**config.mk**
```make
export PLATFORM = sky130hd
export DESIGN_NAME = uart_tx_serializer_flat
export DESIGN_NICKNAME = d
export VERILOG_FILES = /design/src/rtl/uart_tx_serializer_if.sv /design/src/rtl/uart_tx_serializer.sv /design/src/flat_wrapper.sv
export SDC_FILE = /design/constraint.sdc
export NUM_CORES = 1
export LEC_CHECK = 0
export CORE_UTILIZATION = 40
export CTS_BUF_LIST = sky130_fd_sc_hd__clkbuf_4
export DETAILED_ROUTE_END_ITERATION = 7
export GPL_ROUTABILITY_DRIVEN = 0
export GPL_TIMING_DRIVEN = 0
export SLEW_MARGIN = 20
export SYNTH_ARGS = -nofsm -noshare
export SYNTH_HDL_FRONTEND = slang
export SYNTH_SLANG_ARGS = --single-unit
```
**constraint.sdc**
```tcl
create_clock -name clk -period 3.5 [get_ports clk]
set_clock_uncertainty 0.05 [all_clocks]
set_input_delay 0.525 -clock clk [delete_from_list [all_inputs] [get_ports clk]]
set_output_delay 0.525 -clock clk [all_outputs]
set_load 0.01 [all_outputs]
```
**src/rtl/uart_tx_serializer_if.sv**
```systemverilog
// Transmit FIFO pop handshake between the TX FIFO and the serializer.
//   fifo_empty : FIFO holds no data
//   fifo_data  : head byte (first-word fall-through, valid when fifo_empty=0)
//   fifo_pop   : one-cycle strobe; the head byte is consumed in that cycle
// master = consumer that issues the pop (serializer), slave = FIFO side.
interface uart_tx_serializer_if;
  logic       fifo_empty;
  logic [7:0] fifo_data;
  logic       fifo_pop;

  modport master (
    input  fifo_empty,
    input  fifo_data,
    output fifo_pop
  );

  modport slave (
    output fifo_empty,
    output fifo_data,
    input  fifo_pop
  );
endinterface

```
**src/rtl/uart_tx_serializer.sv**
```systemverilog
// UART transmit serializer. Drains bytes from the TX FIFO and frames each one as
// start bit, 8 data bits LSB-first, optional parity bit and one stop bit.
// Bit period P = (baud_latched + 1) * OVERSAMPLE clocks.
//   clk    : system clock, rising-edge
//   reset  : synchronous active-high reset, highest priority
//   en     : peripheral enable; low forces idle and aborts any frame
//   baud   : baud divisor, latched at each frame start
//   fifo   : pop handshake to the TX FIFO (master side)
//   tx     : serial line, idle high (registered)
//   busy   : frame in progress (registered)
//   txdone : one-cycle pulse after a stop bit completes (registered)
// PARITY: 0 = none, 1 = even, 2 = odd.
module uart_tx_serializer #(
  parameter int unsigned OVERSAMPLE = 16,
  parameter int unsigned PARITY     = 0
) (
  input  logic                        clk,
  input  logic                        reset,
  input  logic                        en,
  input  logic [7:0]                  baud,
  uart_tx_serializer_if.master        fifo,
  output logic                        tx,
  output logic                        busy,
  output logic                        txdone
);

  localparam int unsigned    SubW      = (OVERSAMPLE > 1) ? $clog2(OVERSAMPLE) : 1;
  localparam logic [SubW-1:0] SubLast  = SubW'(OVERSAMPLE - 1);
  localparam logic           HasParity = (PARITY != 0);
  localparam logic           ParOdd    = (PARITY == 2);

  typedef enum logic [2:0] {
    StIdle,
    StStart,
    StData,
    StParity,
    StStop
  } state_e;

  state_e          state_q, state_d;
  logic [7:0]      shift_q, shift_d;
  logic [7:0]      baud_q, baud_d;
  logic [7:0]      presc_q, presc_d;
  logic [SubW-1:0] sub_q, sub_d;
  logic [2:0]      idx_q, idx_d;
  logic            tx_q, tx_d;
  logic            busy_q, busy_d;
  logic            txdone_q, txdone_d;
  logic            bit_end;
  logic            pop;

  // Last clock of the current bit: prescaler at its wrap value on the last subtick.
  assign bit_end = (presc_q == baud_q) && (sub_q == SubLast);

  // Pop from idle, or on the last stop clock so frames run back-to-back.
  // Reset gates the strobe so nothing is consumed while reset is held.
  assign pop = en && !reset && !fifo.fifo_empty &&
               ((state_q == StIdle) || ((state_q == StStop) && bit_end));

  // State and datapath registers.
  always_ff @(posedge clk) begin
    if (reset) begin
      state_q  <= StIdle;
      shift_q  <= '0;
      baud_q   <= '0;
      presc_q  <= '0;
      sub_q    <= '0;
      idx_q    <= '0;
      tx_q     <= 1'b1;
      busy_q   <= 1'b0;
      txdone_q <= 1'b0;
    end else begin
      state_q  <= state_d;
      shift_q  <= shift_d;
      baud_q   <= baud_d;
      presc_q  <= presc_d;
      sub_q    <= sub_d;
      idx_q    <= idx_d;
      tx_q     <= tx_d;
      busy_q   <= busy_d;
      txdone_q <= txdone_d;
    end
  end

  // Next-state logic.
  always_comb begin
    state_d = state_q;
    shift_d = shift_q;
    baud_d  = baud_q;
    presc_d = presc_q;
    sub_d   = sub_q;
    idx_d   = idx_q;

    // Bit timer: prescaler 0..baud_q, subcounter steps on each prescaler wrap.
    if (state_q != StIdle) begin
      if (bit_end) begin
        presc_d = '0;
        sub_d   = '0;
      end else if (presc_q == baud_q) begin
        presc_d = '0;
        sub_d   = sub_q + 1'b1;
      end else begin
        presc_d = presc_q + 8'd1;
      end
    end

    unique case (state_q)
      StIdle: begin
        if (pop) begin
          state_d = StStart;
          shift_d = fifo.fifo_data;
          baud_d  = baud;
          presc_d = '0;
          sub_d   = '0;
          idx_d   = '0;
        end
      end
      StStart: begin
        if (bit_end) begin
          state_d = StData;
          idx_d   = '0;
        end
      end
      StData: begin
        if (bit_end) begin
          if (idx_q == 3'd7) begin
            state_d = HasParity ? StParity : StStop;
          end else begin
            idx_d = idx_q + 3'd1;
          end
        end
      end
      StParity: begin
        if (bit_end) begin
          state_d = StStop;
        end
      end
      StStop: begin
        if (bit_end) begin
          if (pop) begin
            state_d = StStart;
            shift_d = fifo.fifo_data;
            baud_d  = baud;
            presc_d = '0;
            sub_d   = '0;
            idx_d   = '0;
          end else begin
            state_d = StIdle;
          end
        end
      end
      default: state_d = StIdle;
    endcase

    // Disable aborts the frame and clears the counters.
    if (!en) begin
      state_d = StIdle;
      presc_d = '0;
      sub_d   = '0;
      idx_d   = '0;
    end
  end

  // Outputs are decoded from the next state so they register in step with it.
  always_comb begin
    tx_d = 1'b1;
    unique case (state_d)
      StIdle:   tx_d = 1'b1;
      StStart:  tx_d = 1'b0;
      StData:   tx_d = shift_d[idx_d];
      StParity: tx_d = (^shift_d) ^ ParOdd;
      StStop:   tx_d = 1'b1;
      default:  tx_d = 1'b1;
    endcase
    busy_d   = (state_d != StIdle);
    txdone_d = en && (state_q == StStop) && bit_end;
  end

  assign fifo.fifo_pop = pop;
  assign tx            = tx_q;
  assign busy          = busy_q;
  assign txdone        = txdone_q;

endmodule
```
**src/flat_wrapper.sv**
```systemverilog
// flat-port wrapper written by rule: the top's interface ports become plain ports
module uart_tx_serializer_flat 
#(
  parameter int unsigned OVERSAMPLE = 16,
  parameter int unsigned PARITY     = 0
)
  (clk, reset, en, baud, tx, busy, txdone, fifo_fifo_empty, fifo_fifo_data, fifo_fifo_pop);
  uart_tx_serializer_if fifo_i ();
  input  logic clk;
  input  logic reset;
  input  logic en;
  input  logic [7:0] baud;
  output logic tx;
  output logic busy;
  output logic txdone;
  input wire logic [$bits(fifo_i.fifo_empty)-1:0] fifo_fifo_empty;
  input wire logic [$bits(fifo_i.fifo_data)-1:0] fifo_fifo_data;
  output wire logic [$bits(fifo_i.fifo_pop)-1:0] fifo_fifo_pop;
  assign fifo_i.fifo_empty = fifo_fifo_empty;
  assign fifo_i.fifo_data = fifo_fifo_data;
  assign fifo_fifo_pop = fifo_i.fifo_pop;
  uart_tx_serializer #(.OVERSAMPLE(OVERSAMPLE), .PARITY(PARITY)) u_core (.clk(clk), .reset(reset), .en(en), .baud(baud), .fifo(fifo_i), .tx(tx), .busy(busy), .txdone(txdone));
endmodule
```
==> impl_results.md, run 1 <==
* Mapped Cells at 239
* Reg area at 741 um^2
* Clk pin slew, worst setup/hold paths at 0.10 ns
* Vias in the first global route at 1619
* CP Cell Sequence: dlygate4sd2_1 > nand2b_1 > clkbuf_1 > or2_1 > a2111o_1 > inv_2 > buf_6 > clkdlybuf4s50_1
* TritonCTS clock tree: built
* CTS buffer count at 5
* Post-synth EDFFs at 0
* Nets at 292
* Clock Latency Late Sink at 0.35 ns
* Initial DRC count at 53
* Critical Path Sink Type: primary output
* Die X at 71.5 um
* Leak at 0.839 nW
* Overall Power at 0.000757 W
* Placed inst area at 2210 um^2
* GR Util All Layers at 0.186
* Met3 Use GR at 0.0549
* IO Pins at 24
* # rows at 24
* Post-synth ARST share at 0
* Ratio of cells with drive above 1 in the final layout at 0.0743
* Max_cap viols at 0
* Final setup violation count at 0
* Max-slew violation count at 0
* Startpoint Class: input pin
* Power density cells at 330 nW/um^2
* Post-Syn Area at 1930 um^2
* Port bufs at 22
* Die height at 71.5 um
* Initial Util at 0.428
* Slowest CP cell: clkdlybuf4s50_1
* DR DRC count at 0
* Final period util at 0.951
* Largest net degree at the start of global routing at 20
* Synth Area in Simple Gates at 0.261
* Clock Path Buffers at 2
* Post-route cell area at 2290 um^2
* CTS Hold Buffers Added at 0
* Avg WL per Cell at 12.8 um
* Die Area at 5110 um^2
* Final ANT Viol Nets at 0
* CP max stage delay at 0.55 ns
* Top post-synthesis cells by area: dfxtp_1 (38%), nand2_1 (8.4%), xor2_1 (7.3%)
* Gr busiest metal: met2
* HP Class: in -> reg
* Largest family of logic cells by synthesized area: simple AND/OR/NAND/NOR gates
* CP Data Required Time at 2.92 ns
* Setup Crit Path Kind: in -> out
* Top FF cell, synth: dfxtp_1
* Via count at 1696
* Peak supply drop at 199 uV
* Rel. slew slack at 0.634
* XOR/XNOR Fraction of Synth Area at 0.132
* Crit Path Max Fanout at 19
* Clock Root Buffer: clkbuf_4
* Yosys warnings at 0
* Layout area overhead at 18.9%
* Register area share after synthesis at 0.384
* Remaining global-route overflow at 0
* Compound-gate portion of the synthesized area at 0.140
* Htree depth at 2
* Initial antenna violation count at 0
* Multi-input gate area at 1150 um^2
* Post-Route WL at 4100 um
* Synth area leader: dfxtp_1
* Placed cells at 313
* Fmax at 301 MHz
* Mapped Nets at 262
* Syn avg cell area at 8.07 um^2
* Status: finished, final reports clean
* DR vias/cell at 5.28
* Setup_tns at 0 ns
* Core Region at 4500 um^2
* Ant diodes at 0
* Global-route met2 utilization at 0.293
* Minimum clock period at 3.33 ns
* Worst slew pin tran at 0.545 ns
* Global-route wire length before repair at 7360 um
* Synth Register Bits at 37
* Adder-cell area share of the yosys netlist at 0.0195
* Mux contribution to synthesized area at 0.0337
* Clock sinks at 37
* Met1 Usage GRT at 0.240
* Fillers at 480
* Post-DP HPWL at 3000 um
* Post-synth cell types at 41
* Post-synth top area share at 0.384
* Crit path DAT at 2.75 ns
* Post-Layout Cell Count at 321
* Unrepaired setup endpoints after global routing: false
* Final hold violations at 0
* Pre-antenna DRT Iters at 4
## sequential cells by signal (all words and copies together) (netlist names)
register and cells:
u_core.baud_q 8, u_core.presc_q 8, u_core.shift_q 8, u_core.sub_q 4
u_core.idx_q 3, u_core.state_q 3, u_core.busy 1, u_core.tx 1
u_core.txdone 1
## cell type report
cell class	instances	area share
Tap cell	52	0.0284
Buffer	10	0.0202
Inverter	2	0.00327
Clock inverter	1	0.00164
Timing Repair Buffer	24	0.102
Multi-Input combinational cell	189	0.502
Sequential cell	37	0.323
Clock buffer	6	0.0196
## per-layer routing
metal	wire length, um	up-vias
met2	1790	29
met4	86	0
met1	2060	778
met5	0	-
met3	159	7
li1	-	882
## cells in the final DEF (no fill, tap or decap), drive strengths merged
cell and count:
o31ai 2, inv 2, nor3 4, clkinv 1
nand2 43, or3 4, nand4 2, buf 4
mux2i 2, clkdlybuf4s50 21, dlygate4sd2 1, o21ai 9
a211oi 1, and4 1, mux4 1, o221a 3
nor2 22, a31oi 2, mux2 2, nand3 11
nand3b 2, clkbuf 14, nand4b 1, a21boi 1
nor3b 1, o21bai 1, xnor2 13, nor4b 1
ha 3, a2111o 1, nor2b 2, xor2 16
a21oi 25, or2 1, and3 5, and2 2
nor4 2, nand2b 3, dfxtp 37
## through the flow
step | setup WS [ns] | hold slack [ns] | util
after floorplan | 0.570 | 0.398 | -
after global placement | -0.480 | 0.407 | 0.492
after detailed placement | -0.454 | 0.411 | 0.492
after CTS | 0.129 | 0.399 | 0.506
after global routing | 0.00876 | 0.402 | 0.509
final | 0.173 | 0.403 | 0.509
## path summary, 6_finish.rpt
kind | from | to | slack (ns) | cells after the start
max reg2reg | u_core.presc_q[2]$_SDFF_PP0_ | u_core.tx$_SDFF_PP1_ | 0.50 | 9
max | en | fifo_fifo_pop | 0.17 | 8
min | reset | u_core.baud_q[6]$_SDFFE_PP0P_ | 0.40 | 2
min reg2reg | u_core.baud_q[2]$_SDFFE_PP0P_ | u_core.baud_q[2]$_SDFFE_PP0P_ | 0.42 | 2
## kinds of logic (layout without fill, tap and decap cells)
family,Yosys count,count (layout)
AOI/OAI and AO/OA,45,45
and+or+nand+nor,107,107
buffers and inverters,13,43
adders and majority gates,3,3
muxes,5,5
DFF,37,37
xor gates and xnor gates,29,29
## power breakdown
part	total, W	internal (W)	switching [W]	leakage [nW]
Sequential	0.000434	0.000428	0.00000588	0.299
Clock	0.000221	0.0000807	0.000140	0.0292
Combinational	0.000102	0.0000538	0.0000484	0.511
Total	0.000757	0.000562	0.000195	0.839
## cells in the mapped netlist, types with 4 or more instances
| library cell | instances |
|---|---|
| o21ai_0 | 9 |
| xnor2_1 | 13 |
| a21oi_1 | 25 |
| nor3_1 | 4 |
| and3_1 | 5 |
| nand2_1 | 43 |
| or3_1 | 4 |
| nand3_1 | 10 |
| dfxtp_1 | 37 |
| xor2_1 | 16 |
| nor2_1 | 22 |
| clkbuf_1 | 9 |
## worst max-delay path, delay by kind of cell
kind / cells / cell delay, ns
AOI/OAI and AO/OA: 1 / 0.45
and+or+nand+nor: 2 / 0.39
buffers and inverters: 5 / 1.36
## what timing repair did
action | 4_1_cts | 5_1_grt
resized for setup | 3 | 1
setup buffers | 1 | 1
setup endpoints to repair | 1 | 1
pin swaps | 2 | 1
(Power assumes the default switching activity.)
==> inputs of run 2 (changes only) <==
--- a/config.mk
+++ b/config.mk
@@ -10,6 +10,7 @@
 export DETAILED_ROUTE_END_ITERATION = 7
 export GPL_ROUTABILITY_DRIVEN = 0
 export GPL_TIMING_DRIVEN = 0
+export MAX_ROUTING_LAYER = met4
 export SLEW_MARGIN = 20
 export SYNTH_ARGS = -nofsm -noshare
 export SYNTH_HDL_FRONTEND = slang
==> run 2 against run 1 <==
  * Sequential cell count stayed put
  * Core utilization stayed put
  * Critical path type unchanged
  * Register-to-register slack hardly changed
  * Worst setup slack worse by 0.00070 ns
  * Fmax hardly changed
  * Die area stayed put
  * Largest power group unchanged
  * Routed wire length hardly changed
==> impl_results.md, run 2 (same netlist as run 1, synthesis figures left out) <==
* Layout area overhead at 18.9%
* Final period util at 0.951
* Worst slew pin tran at 0.542 ns
* Largest registers: u_core.baud_q: 8 flops, u_core.presc_q: 8 flops, u_core.shift_q: 8 flops
* Crit path launch: en
* Nets at 292
* GR Util All Layers at 0.192
* Clk pin slew, worst setup/hold paths at 0.10 ns
* CP Data Required Time at 2.92 ns
* Final setup violation count at 0
* Crit path DAT at 2.75 ns
* PnR worst setup slack at 0.173 ns
* HP Class: in -> reg
* Initial antenna violation count at 0
* Commonest non-fill, non-tap cell in the layout: nand2_1
* Die Area at 5110 um^2
* R2R cell count at 9
* DR DRC count at 0
* CTS Hold Buffers Added at 0
* Minimum clock period at 3.33 ns
* Crit Path Max Fanout at 19
* Ratio of cells with drive above 1 in the final layout at 0.0743
* Unrepaired setup endpoints after global routing: false
* Largest net degree at the start of global routing at 20
* TritonCTS clock tree: built
* Power density cells at 330 nW/um^2
* Clock Root Buffer: clkbuf_4
* Remaining global-route overflow at 0
* Slowest CP cell: clkdlybuf4s50_1
* Ant diodes at 0
* CP Cell Sequence: dlygate4sd2_1 > nand2b_1 > clkbuf_1 > or2_1 > a2111o_1 > inv_2 > buf_6 > clkdlybuf4s50_1
* Via count at 1695
* Setup_tns at 0 ns
* Htree depth at 2
* Avg WL per Cell at 12.8 um
* Dpl ws at -0.454 ns
* Die X at 71.5 um
* # rows at 24
* Multi-input gate area at 1150 um^2
* Reg2Reg Setup Slack at 0.50 ns
* Util after Layout at 0.509
* Worst r2r dst: u_core.tx$_SDFF_PP1_
* Fillers at 480
* IO Pins at 24
* CP max stage delay at 0.56 ns
* Global-route wire length before repair at 7380 um
* Critical Path Sink Type: primary output
* Rel. slew slack at 0.636
* Hold path startpoint: reset
* Initial Util at 0.428
* Pre-antenna DRT Iters at 4
* Clock Latency Late Sink at 0.35 ns
* Core Region at 4500 um^2
* Clock Path Buffers at 2
* Max-slew violation count at 0
* Clock sinks at 37
* Reg-to-reg critical path startpoint: u_core.presc_q[2]$_SDFF_PP0_
* Final hold violations at 0
* Initial DRC count at 53
* Port bufs at 22
* Setup Crit Path Kind: in -> out
* Die height at 71.5 um
* CTS buffer count at 5
* Final ANT Viol Nets at 0
* DR vias/cell at 5.28
* CP endpoint: fifo_fifo_pop
* Vias in the first global route at 1615
* Most frequent cells in the layout: nand2_1 (43), dfxtp_1 (37), a21oi_1 (25)
* Status: finished, final reports clean
* Reg area at 741 um^2
* Fmax at 301 MHz
* Post-Route WL at 4100 um
* Leak at 0.839 nW
* Startpoint Class: input pin
* Post-DP HPWL at 3000 um
* Peak supply drop at 199 uV
* Max_cap viols at 0
[run 2: cell counts in the layout (fill, tap and decap cells not counted)]
No cell type changed its count.
[run 2: how the worst min path moves through the flow]
stage                                    end  slack [ns]  cells past startpoint
3_3_place_gp   u_core.baud_q[5]$_SDFFE_PP0P_        0.41                      2
2_1_floorplan  u_core.baud_q[0]$_SDFFE_PP0P_        0.40                      2
5_1_grt        u_core.baud_q[1]$_SDFFE_PP0P_        0.40                      2
3_5_place_dp   u_core.baud_q[0]$_SDFFE_PP0P_        0.41                      2
4_1_cts        u_core.baud_q[6]$_SDFFE_PP0P_        0.40                      2
6_report       u_core.baud_q[6]$_SDFFE_PP0P_        0.40                      2
[run 2: layout make-up]
cell class,instances,area share
sequential,37,0.323
buffer,10,0.0202
inverter,2,0.00327
tap,52,0.0284
clock inverter,1,0.00164
timing repair buffer,24,0.102
clock buffer,6,0.0196
multi-input combinational,189,0.502
[run 2: layer usage]
| metal | global-route usage | vias to the layer above | part of all wire |
|---|---|---|---|
| li1 | - | 881 | - |
| met1 | 0.242 | 779 | 0.51 |
| met2 | 0.292 | 28 | 0.44 |
| met3 | 0.0549 | 7 | 0.038 |
| met4 | 0.0763 | 0 | 0.021 |
| met5 | - | - | 0 |
[run 2: power breakdown]
group          switching (W)  internal [W]
Clock               0.000140     0.0000807
Combinational      0.0000485     0.0000538
Sequential        0.00000589      0.000428
[run 2: through the flow]
step / instances / hold WS, ns / cell area, um^2 / power [W]
finish: 321 / 0.403 / 2290 / 0.000757
global route: 321 / 0.402 / 2290 / 0.000799
CTS: 320 / 0.399 / 2280 / 0.000761
detailed placement: 313 / 0.411 / 2210 / 0.000542
global placement: 313 / 0.407 / 2210 / 0.000541
floorplan: 239 / 0.398 / 1930 / 0.000503
[run 2: worst max-delay path: cells and delay by family]
kind	cells	cell delay [ns]
buf+inv	5	1.37
compound gates	1	0.45
simple gates	2	0.39
[run 2: repair_timing]
action / 4_1_cts / 5_1_grt
pin swaps: 2 / 1
resized for setup: 3 / 1
setup endpoints to repair: 1 / 1
buffers inserted: 1 / 1
cloned: 0 / 0
